[config.mk]
export PLATFORM = sky130hd
export DESIGN_NAME = qpsk_demodulator
export DESIGN_NICKNAME = d
export VERILOG_FILES = /design/src/rtl/qpsk_pkg.sv /design/src/rtl/qpsk_ref_lut.sv /design/src/rtl/qpsk_demodulator.sv
export SDC_FILE = /design/constraint.sdc
export NUM_CORES = 1
export LEC_CHECK = 0
export CAP_MARGIN = 20
export CORE_MARGIN = 8
export CORE_UTILIZATION = 25
export DETAILED_ROUTE_END_ITERATION = 8
export PLACE_DENSITY = 0.35
export SYNTH_ARGS = -nofsm -noshare
export SYNTH_HDL_FRONTEND = slang
export SYNTH_SLANG_ARGS = --single-unit
[constraint.sdc]
create_clock -name clk_slow -period 20.8 [get_ports clk_slow]
set_clock_uncertainty 0.05 [all_clocks]
set_input_delay 4.16 -clock clk_slow [delete_from_list [all_inputs] [get_ports clk_slow]]
set_output_delay 4.16 -clock clk_slow [all_outputs]
set_load 0.1 [all_outputs]
[src/rtl/qpsk_pkg.sv]
// Shared definitions for the QPSK receive path: phase/symbol map,
// quarter-period offset and controller state encoding.
package qpsk_pkg;

  // Gray-coded phase map shared with the transmit modulator
  localparam logic [1:0] SYM_SIN  = 2'b00;
  localparam logic [1:0] SYM_COS  = 2'b01;
  localparam logic [1:0] SYM_NSIN = 2'b11;
  localparam logic [1:0] SYM_NCOS = 2'b10;

  // Nominal carrier period in samples and its quarter (sin -> cos shift)
  localparam int unsigned QPSK_N = 32;

  function automatic int unsigned quarter_offset(input int unsigned n);
    return n / 4;
  endfunction

  localparam int unsigned QUARTER_OFFSET = quarter_offset(QPSK_N);

  typedef enum logic [1:0] {
    IDLE   = 2'd0,
    ACCUM  = 2'd1,
    DECIDE = 2'd2
  } state_t;

endpackage

[src/rtl/qpsk_ref_lut.sv]
// Combinational signed sine reference, round(127*sin(2*pi*k/32)).
// Two independent read ports so the sine and cosine references can be
// fetched in the same cycle. The table is built by quadrant folding of a
// 9-entry magnitude table and therefore covers a 32-entry period.
module qpsk_ref_lut #(
  parameter int N = 32
) (
  input  logic [$clog2(N)-1:0] index_sin,
  input  logic [$clog2(N)-1:0] index_cos,
  output logic signed [7:0]    sin_ref,
  output logic signed [7:0]    cos_ref
);

  // First-quadrant magnitudes, 0..N/4 inclusive
  function automatic logic signed [7:0] mag(input logic [3:0] m);
    logic signed [7:0] v;
    case (m)
      4'd0:    v = 8'sd0;
      4'd1:    v = 8'sd25;
      4'd2:    v = 8'sd49;
      4'd3:    v = 8'sd71;
      4'd4:    v = 8'sd90;
      4'd5:    v = 8'sd106;
      4'd6:    v = 8'sd117;
      4'd7:    v = 8'sd125;
      default: v = 8'sd127;
    endcase
    return v;
  endfunction

  // Fold a full-period index onto the first quadrant and restore the sign
  function automatic logic signed [7:0] sin_val(input logic [4:0] idx);
    logic [3:0]        m;
    logic signed [7:0] v;
    m = {1'b0, idx[2:0]};
    case (idx[4:3])
      2'd0:    v = mag(m);
      2'd1:    v = mag(4'd8 - m);
      2'd2:    v = -mag(m);
      default: v = -mag(4'd8 - m);
    endcase
    return v;
  endfunction

  // Both reference ports are pure table reads
  always_comb begin
    sin_ref = sin_val(index_sin);
    cos_ref = sin_val(index_cos);
  end

endmodule

[src/rtl/qpsk_demodulator.sv]
// Coherent QPSK demodulator: correlates one carrier period of ADC samples
// against local sine/cosine, decides the Gray-coded symbol, gates on
// correlation energy to find end of packet, and serialises symbols MSB first.
//
// state  | meaning
// -------+---------------------------------------------------------------
// IDLE   | no packet; samples ignored until sample_valid & sync
// ACCUM  | inside a packet; accumulating I/Q for the current symbol
// DECIDE | one cycle after a full symbol; decide/gate while the next
//        | symbol's first sample may already be accumulating
module qpsk_demodulator
  import qpsk_pkg::*;
#(
  parameter int              SAMPLE_W        = 8,
  parameter int              SAMPLES_PER_SYM = QPSK_N,
  parameter int              ACC_W           = 22,
  parameter logic [ACC_W-1:0] THRESH         = 22'd40000
) (
  input  logic                clk_slow,
  input  logic                rst,
  input  logic [SAMPLE_W-1:0] sample_in,
  input  logic                sample_valid,
  input  logic                sync,
  output logic [1:0]          sym_out,
  output logic                sym_valid,
  output logic                bit_out,
  output logic                bit_valid,
  output logic                locked,
  output logic                pkt_end
);

  localparam int IW   = $clog2(SAMPLES_PER_SYM);
  localparam int PW   = 2 * SAMPLE_W;
  localparam logic [IW-1:0] K_LAST = IW'(SAMPLES_PER_SYM - 1);
  localparam logic [IW-1:0] K_QTR  = IW'(quarter_offset(SAMPLES_PER_SYM));

  state_t                   state;
  logic [IW-1:0]            k;
  logic [IW-1:0]            k_cos;
  logic signed [ACC_W-1:0]  acc_i, acc_q;
  logic signed [ACC_W-1:0]  fin_i, fin_q;
  logic                     bit_pend;
  logic                     bit_hold;

  logic signed [SAMPLE_W-1:0] s_val;
  logic signed [7:0]          sin_ref, cos_ref;
  logic signed [PW-1:0]       prod_i, prod_q;
  logic signed [ACC_W-1:0]    term_i, term_q;
  logic signed [ACC_W-1:0]    sum_i, sum_q;
  logic [ACC_W-1:0]           abs_i, abs_q, mag_max;
  logic                       gate_open;
  logic [1:0]                 dec_sym;

  // Cosine is the sine table advanced by a quarter period; the index wraps
  // naturally because the period is a power of two.
  assign k_cos = k + K_QTR;

  qpsk_ref_lut #(.N(SAMPLES_PER_SYM)) u_ref_lut (
    .index_sin (k),
    .index_cos (k_cos),
    .sin_ref   (sin_ref),
    .cos_ref   (cos_ref)
  );

  // Offset binary to two's complement is an MSB flip
  assign s_val  = {~sample_in[SAMPLE_W-1], sample_in[SAMPLE_W-2:0]};
  assign prod_i = PW'(s_val) * PW'(sin_ref);
  assign prod_q = PW'(s_val) * PW'(cos_ref);
  assign term_i = ACC_W'(prod_i);
  assign term_q = ACC_W'(prod_q);
  assign sum_i  = acc_i + term_i;
  assign sum_q  = acc_q + term_q;

  // Decision on the latched correlations; magnitudes never reach -2^(ACC_W-1)
  assign abs_i     = fin_i[ACC_W-1] ? -fin_i : fin_i;
  assign abs_q     = fin_q[ACC_W-1] ? -fin_q : fin_q;
  assign mag_max   = (abs_i >= abs_q) ? abs_i : abs_q;
  assign gate_open = (mag_max >= THRESH);
  assign dec_sym   = (abs_i >= abs_q) ? (fin_i[ACC_W-1] ? SYM_NSIN : SYM_SIN)
                                      : (fin_q[ACC_W-1] ? SYM_NCOS : SYM_COS);

  assign locked = (state == ACCUM) || (state == DECIDE);

  // Controller, correlator accumulators and two-bit serialiser
  always_ff @(posedge clk_slow or negedge rst) begin
    if (!rst) begin
      state     <= IDLE;
      k         <= '0;
      acc_i     <= '0;
      acc_q     <= '0;
      fin_i     <= '0;
      fin_q     <= '0;
      sym_out   <= 2'b00;
      sym_valid <= 1'b0;
      bit_out   <= 1'b0;
      bit_valid <= 1'b0;
      bit_hold  <= 1'b0;
      bit_pend  <= 1'b0;
      pkt_end   <= 1'b0;
    end else begin
      sym_valid <= 1'b0;
      bit_valid <= 1'b0;
      pkt_end   <= 1'b0;

      // Second (LSB) bit goes out the cycle after the MSB
      if (bit_pend) begin
        bit_out   <= bit_hold;
        bit_valid <= 1'b1;
        bit_pend  <= 1'b0;
      end

      case (state)
        IDLE: begin
          if (sample_valid && sync) begin
            state <= ACCUM;
            k     <= IW'(1);
            acc_i <= term_i;
            acc_q <= term_q;
          end
        end

        ACCUM, DECIDE: begin
          if (state == DECIDE && !gate_open) begin
            // Energy gone: close the packet and drop any in-flight sample
            pkt_end <= 1'b1;
            state   <= IDLE;
            acc_i   <= '0;
            acc_q   <= '0;
            k       <= '0;
          end else begin
            if (state == DECIDE) begin
              sym_out   <= dec_sym;
              sym_valid <= 1'b1;
              bit_out   <= dec_sym[1];
              bit_valid <= 1'b1;
              bit_hold  <= dec_sym[0];
              bit_pend  <= 1'b1;
              state     <= ACCUM;
            end
            if (sample_valid) begin
              if (sync && k != '0) begin
                // Re-sync mid-symbol: this sample becomes sample 0
                acc_i <= term_i;
                acc_q <= term_q;
                k     <= IW'(1);
              end else if (k == K_LAST) begin
                fin_i <= sum_i;
                fin_q <= sum_q;
                acc_i <= '0;
                acc_q <= '0;
                k     <= '0;
                state <= DECIDE;
              end else begin
                acc_i <= sum_i;
                acc_q <= sum_q;
                k     <= k + IW'(1);
              end
            end
          end
        end

        default: state <= IDLE;
      endcase
    end
  end

endmodule

# Yosys cells after proc, flatten, opt, wreduce, memory -nomap -nowiden
# Memories as Yosys holds them, arrays and structs flattened.
# Index checks and enable logic that the tools add are counted.
# Widths: inputs -> output; s select.
dict set report word_totals {
  word_cells 118
  in_bits 12
  rom_bits 448
  ff_bits 102
  memories 8
  output_inout_bits 7
}
dict set report classes {
  n_eq_ne 9
  mux 54
  bitwise 3
  n_reduce_logical 16
  n_lt_le_gt_ge 2
  addsub 12
  n_mul 2
}
# memory words word_bits read_ports rd_ports_with_merged_regs wr line_no
set memory_table {}
lappend memory_table {{(name not given)} 8 7 1 0 0 qpsk_ref_lut.sv:17} ;# case (m)
lappend memory_table {{(name not given)} 8 7 1 0 0 qpsk_ref_lut.sv:17}
lappend memory_table {{(name not given)} 8 7 1 0 0 qpsk_ref_lut.sv:17}
lappend memory_table {{(name not given)} 8 7 1 0 0 qpsk_ref_lut.sv:17}
lappend memory_table {{(name not given)} 8 7 1 0 0 qpsk_ref_lut.sv:17}
lappend memory_table {{(name not given)} 8 7 1 0 0 qpsk_ref_lut.sv:17}
lappend memory_table {{+2 memories} n/a n/a n/a n/a n/a n/a}
# op count
set op_table {}
lappend op_table {{$mux 22} 13}
lappend op_table {{$pmux 22 s2} 2}
lappend op_table {{$mux 8} 8}
lappend op_table {{$pmux 8 s3} 2}
lappend op_table {{$add 22x16->22} 2}
lappend op_table {{$neg 22->22} 2}
lappend op_table {{$mul 8x8->16} 2}
lappend op_table {{$neg 8->8} 4}
lappend op_table {{$mux 5} 5}
lappend op_table {{$ge 22x16->1 const B} 1}
lappend op_table {{$ge 22x22->1} 1}
lappend op_table {{$mux 2} 9}
lappend op_table {{$mux 1} 13}
lappend op_table {{$pmux 5 s2} 1}
lappend op_table {{$sub 4x3->4 const A} 2}
lappend op_table {{$eq 2x1->1 const B} 3}
lappend op_table {{$eq 2x2->1 const B} 3}
lappend op_table {{$logic_not 2->1} 3}
lappend op_table {{$reduce_and 3->1} 2}
lappend op_table {{$reduce_or 3->1} 2}
lappend op_table {{$add 5x1->5 const B} 1}
lappend op_table {{$add 5x4->5 const B} 1}
lappend op_table {{$eq 5x5->1 const B} 1}
lappend op_table {{$reduce_and 5->1} 1}
lappend op_table {{10 further kinds} 14}

# Logic depth before layout (Yosys ltp)
# An unclocked memory read counts as a cell.
dict set report logic_depth {
  word_depth 14
  depth_mapped 41
  ltp_nobuf 39
}

# Hierarchy
# Synthesis repeated with hierarchy kept, for this count alone.
dict set report unflattened {
  hier_cells 1736
  area_unflattened_um2 15367.2
}
# module instances seq_area_each_um2 cells_per_inst area_per_inst_um2
set by_module_without_submodules {}
lappend by_module_without_submodules {qpsk_demodulator 1 2527.4 1498 13650.6}
lappend by_module_without_submodules {qpsk_ref_lut 1 0.0 238 1716.6}

# Least setup slack after synthesis
# No wires, ideal clock.
dict set report synth_timing {
  path_type {input to register}
  startpoint {input port sample_in[1]}
  endpoint {register acc_i[18]}
  required_ps 20629
  slack_ps 10910
  n_path_buf 2
  path_stages 28
  arrival_time_ps 9719
  setup_ps 121
  path_cell_list {clkbuf_1 nand2_1 fa_1 fa_1 inv_1 fa_1 inv_1 fa_1 inv_1 ha_1 o21ai_0 nor2_1 nor4_1 or4_1 nand2_1 nor2_1 xnor2_1 ha_1 clkbuf_1 a21o_1 a21o_1 nor3_1 o31a_1 o21bai_1 xor2_1 a21oi_1 nor2_1 o22a_1}
}
dict set report synth_between {
  elab_chain_len 7
  elab_cells_between_ends 8
  cone_classes {add/sub: 1; mul: 1; mux: 6}
}
# item line_no
set synth_rtl {}
lappend synth_rtl {{from (decl)} qpsk_demodulator.sv:21} ;# input logic [SAMPLE_W-1:0] sample_in,
lappend synth_rtl {{$mul 8x8->16 (*)} qpsk_demodulator.sv:67} ;# assign prod_i = PW'(s_val) * PW'(sin_ref);
lappend synth_rtl {{$add 22x16->22} qpsk_demodulator.sv:71} ;# assign sum_i = acc_i + term_i;
lappend synth_rtl {{$mux 22} qpsk_demodulator.sv:146} ;# end else if (k == K_LAST) begin
lappend synth_rtl {{$mux 22} qpsk_demodulator.sv:141} ;# if (sync && k != '0) begin
lappend synth_rtl {{$mux 22} qpsk_demodulator.sv:140} ;# if (sample_valid) begin
lappend synth_rtl {{$mux 22} qpsk_demodulator.sv:123} ;# if (state == DECIDE && !gate_open) begin
lappend synth_rtl {{$pmux 22 s2 (*)} qpsk_demodulator.sv:112} ;# case (state)
lappend synth_rtl {{to (signal assigned)} qpsk_demodulator.sv:117} ;# acc_i <= term_i;
lappend synth_rtl {{to (signal assigned)} qpsk_demodulator.sv:143} ;# acc_i <= term_i;
lappend synth_rtl {{to (signal assigned)} qpsk_demodulator.sv:154} ;# acc_i <= sum_i;
lappend synth_rtl {{to (decl)} qpsk_demodulator.sv:40} ;# logic signed [ACC_W-1:0] acc_i, acc_q;
# Every way passes the cells marked *; elsewhere a longest branch is shown, timed or not. The select of a mux whose other input is x is not followed.
# A chain may end at the register's enable or synchronous reset.

# Worst setup path after layout
dict set report layout_timing {
  startpoint {input port sample_in[1]}
  endpoint {register acc_i[20]}
}
# The elaborated chain is that of the path after synthesis.

==> impl_metrics.env <==
export IMPL_synth_seq_cells=101
export IMPL_yosys_warnings=0
export IMPL_dp_cells=2352
export IMPL_io_buffers=18
export IMPL_synth_edff_count=0
export IMPL_grt_overflow=0
export IMPL_synth_cells=1632
export IMPL_drv_slew=0
export IMPL_start_util_pct=25.27
export IMPL_drt_iter0_markers=534
export IMPL_core_area_um2=55090
export IMPL_worst_ep_arrival_time_ps=11090
export IMPL_drc_errors=0
export IMPL_vias_per_cell=4.683
export IMPL_drt_pass1_iterations=5
export IMPL_first_global_vias=11350
export IMPL_cp_end_kind="flop"
export IMPL_nets=1880
export IMPL_placed_area_um2=14900
export IMPL_min_period_ps=10840
export IMPL_worstSetupStartpointType="input port"
export IMPL_synth_main_ff_cell="dfrtp_1"
export IMPL_clock_fmax_mhz=92.26
export IMPL_yosysSeqAreaShare_pct=18.16
export IMPL_antenna_found_initial=0
export IMPL_die_x_um=252.0
export IMPL_cts_buffers=9
export IMPL_cts_sinks=101
export IMPL_yosysUniqueCellTypes=76
export IMPL_clock_latency_ps=370
export IMPL_finalSetupTns_ps=0
export IMPL_grt_pass1_wl_um=66180
export IMPL_max_slew_margin_pct=26.94
export IMPL_synth_area_um2=13920
export IMPL_post_cts_buffers=0
export IMPL_grt_use_total_pct=13.10
export IMPL_synth_common_cells="inv_1 (211), nand2_1 (140), ha_1 (139)"
export IMPL_synth_top_area_cell="dfrtp_1"
export IMPL_ant_nets=0
export IMPL_hold_viol_final=0
export IMPL_h_tree_depth=3
export IMPL_wl_um=41120
export IMPL_num_rows=86
export IMPL_grt_start_max_net_pins=59
export IMPL_cts_tree="done"
export IMPL_synth_top_area_share_pct=18.16
export IMPL_hp_class="flop to flop"
export IMPL_cts_resized=0
export IMPL_syn_to_final_growth_pct=9.016
export IMPL_die_area_um2=63480
export IMPL_setup_viol=0
export IMPL_routed_via_count=11090
export IMPL_final_area_um2=15170
export IMPL_cts_root_buf="clkbuf_16"
export IMPL_cp_required_ps=21050
export IMPL_critical_path_class="input port to flop"
export IMPL_synthMostInstantiatedCell="inv_1"
export IMPL_fp_dieH_um=252.0
export IMPL_syn_nets=1897
export IMPL_cts_hold_fix_buffers=0
export IMPL_cp_max_fo=16
export IMPL_avgSynthCellArea_um2=8.529
export IMPL_n_antenna_cell=0
export IMPL_drive_gt1_share_pct=5.556
export IMPL_dp_hpwl_um=32500
export IMPL_tightest_slew_ps=1088
export IMPL_status="finished clean"
export IMPL_rsz0062_at_grt="false"
export IMPL_synth_area_leaders="dfrtp_1 (18%), fa_1 (16%), ha_1 (12%)"
export IMPL_clkSlewWorstSetupHoldPaths_ps=80
export IMPL_wl_per_cell_um=17.37
export IMPL_drv_cap=0
export IMPL_final_cell_count_no_fill=2368
export IMPL_fin_crit_sh_pct=52.11
export IMPL_async_flop_share_pct=100.0
export IMPL_clockBufferDepth=2
export IMPL_gp_congestion=0.8020
export IMPL_ios=19
## critical path, stage by stage
cell	delay, ps
clkdlybuf4s50_1	900
nand2_1	160
fa_1	530
fa_1	540
inv_1	50
fa_1	530
inv_1	50
fa_1	530
inv_1	40
ha_1	300
o21ai_0	90
nor2_1	180
nor4_1	90
or4_1	550
a31oi_1	190
xnor2_1	490
ha_1	430
o21a_1	200
nor2_1	160
inv_1	60
a21oi_1	150
a21oi_1	50
o21ai_0	120
xnor2_1	170
o221ai_1	160
a31oi_1	190
## final timing paths
kind | startpoint | end | slack, ps | depth (start not counted)
worst max register to register | k[0] | acc_i[20] | 11360 | 34
worst max-delay path | sample_in[1] | acc_i[20] | 9960 | 26
max in group asynchronous | rst | acc_q[14] | 15670 | 2
min in group asynchronous | rst | sym_out[0] | 3750 | 1
worst min-delay path | sym_out[1] | sym_out[1] | 440 | 2
worst min register to register | sym_out[1] | sym_out[1] | 440 | 2
## final cells by class
cell class	instances	area [µm²]
repair buffers	37	324.1
multi-input cells	1253	10310
well taps	748	935.9
flip-flops and latches	101	2527
fillers	6029	39920
inverters	213	799.5
clock inverters	7	50.05
clock buffers	9	225.2
## cells in the final DEF, fill, tap and decap left out, drive strengths merged, types with 8 or more instances in the layout
cell type	count
buf	20
o21a	10
a21o	25
ha	139
o31ai	14
xor2	35
nor4	13
fa	114
or2	9
nor2b	14
xnor2	81
nand3	30
and2	78
clkinv	8
dfrtp	101
a31oi	15
nand2	140
a21oi	78
nand4	11
clkdlybuf4s50	17
a222oi	16
nor2	111
a22oi	10
o211ai	8
inv	212
clkbuf	9
mux2	34
or3	14
o21ai	86
nor3	30
o31a	11
nand2b	18
a211oi	15
## through the flow
step / worst slack (ps) / util, % / hold WS (ps)
detailed placement: 9510 / 27.04 / 436.0
floorplan: 10910 / - / 418.6
finish: 9961 / 27.54 / 443.3
CTS: 9894 / 27.54 / 455.5
global placement: 9625 / 27.01 / 426.3
global route: 9362 / 27.54 / 480.2
## flip-flops by register name (all words and copies together), names as in the netlist
signal     flops
bit_out        1
bit_pend       1
state          2
pkt_end        1
acc_i         22
sym_out        2
fin_q         22
acc_q         22
k              5
fin_i         22
bit_valid      1
## cell families (layout without fill, tap and decap cells)
family,Yosys count,in the layout,share of synthesized area (%)
adder cells (fa/ha/maj),253,253,28.89
AO/OA/AOI/OAI,346,346,16.66
flip-flops,101,101,18.16
AND/OR/NAND/NOR,496,496,17.64
multiplexers,41,41,3.254
XOR/XNOR,117,117,7.461
buffers and inverters,278,266,7.946
## layer usage
| layer | share of wire, % | vias to the layer above | track usage (%) |
|---|---|---|---|
| met1 | 51 | 5425 | 18.81 |
| met2 | 46 | 106 | 21.40 |
| li1 | - | 5532 | - |
| met4 | 1.2 | 0 | 2.662 |
| met5 | 0 | - | 0 |
| met3 | 1.7 | 27 | 0.9776 |
Power is not shown: default switching activity piles up to over one toggle a cycle in this logic, so the estimate is an artifact.
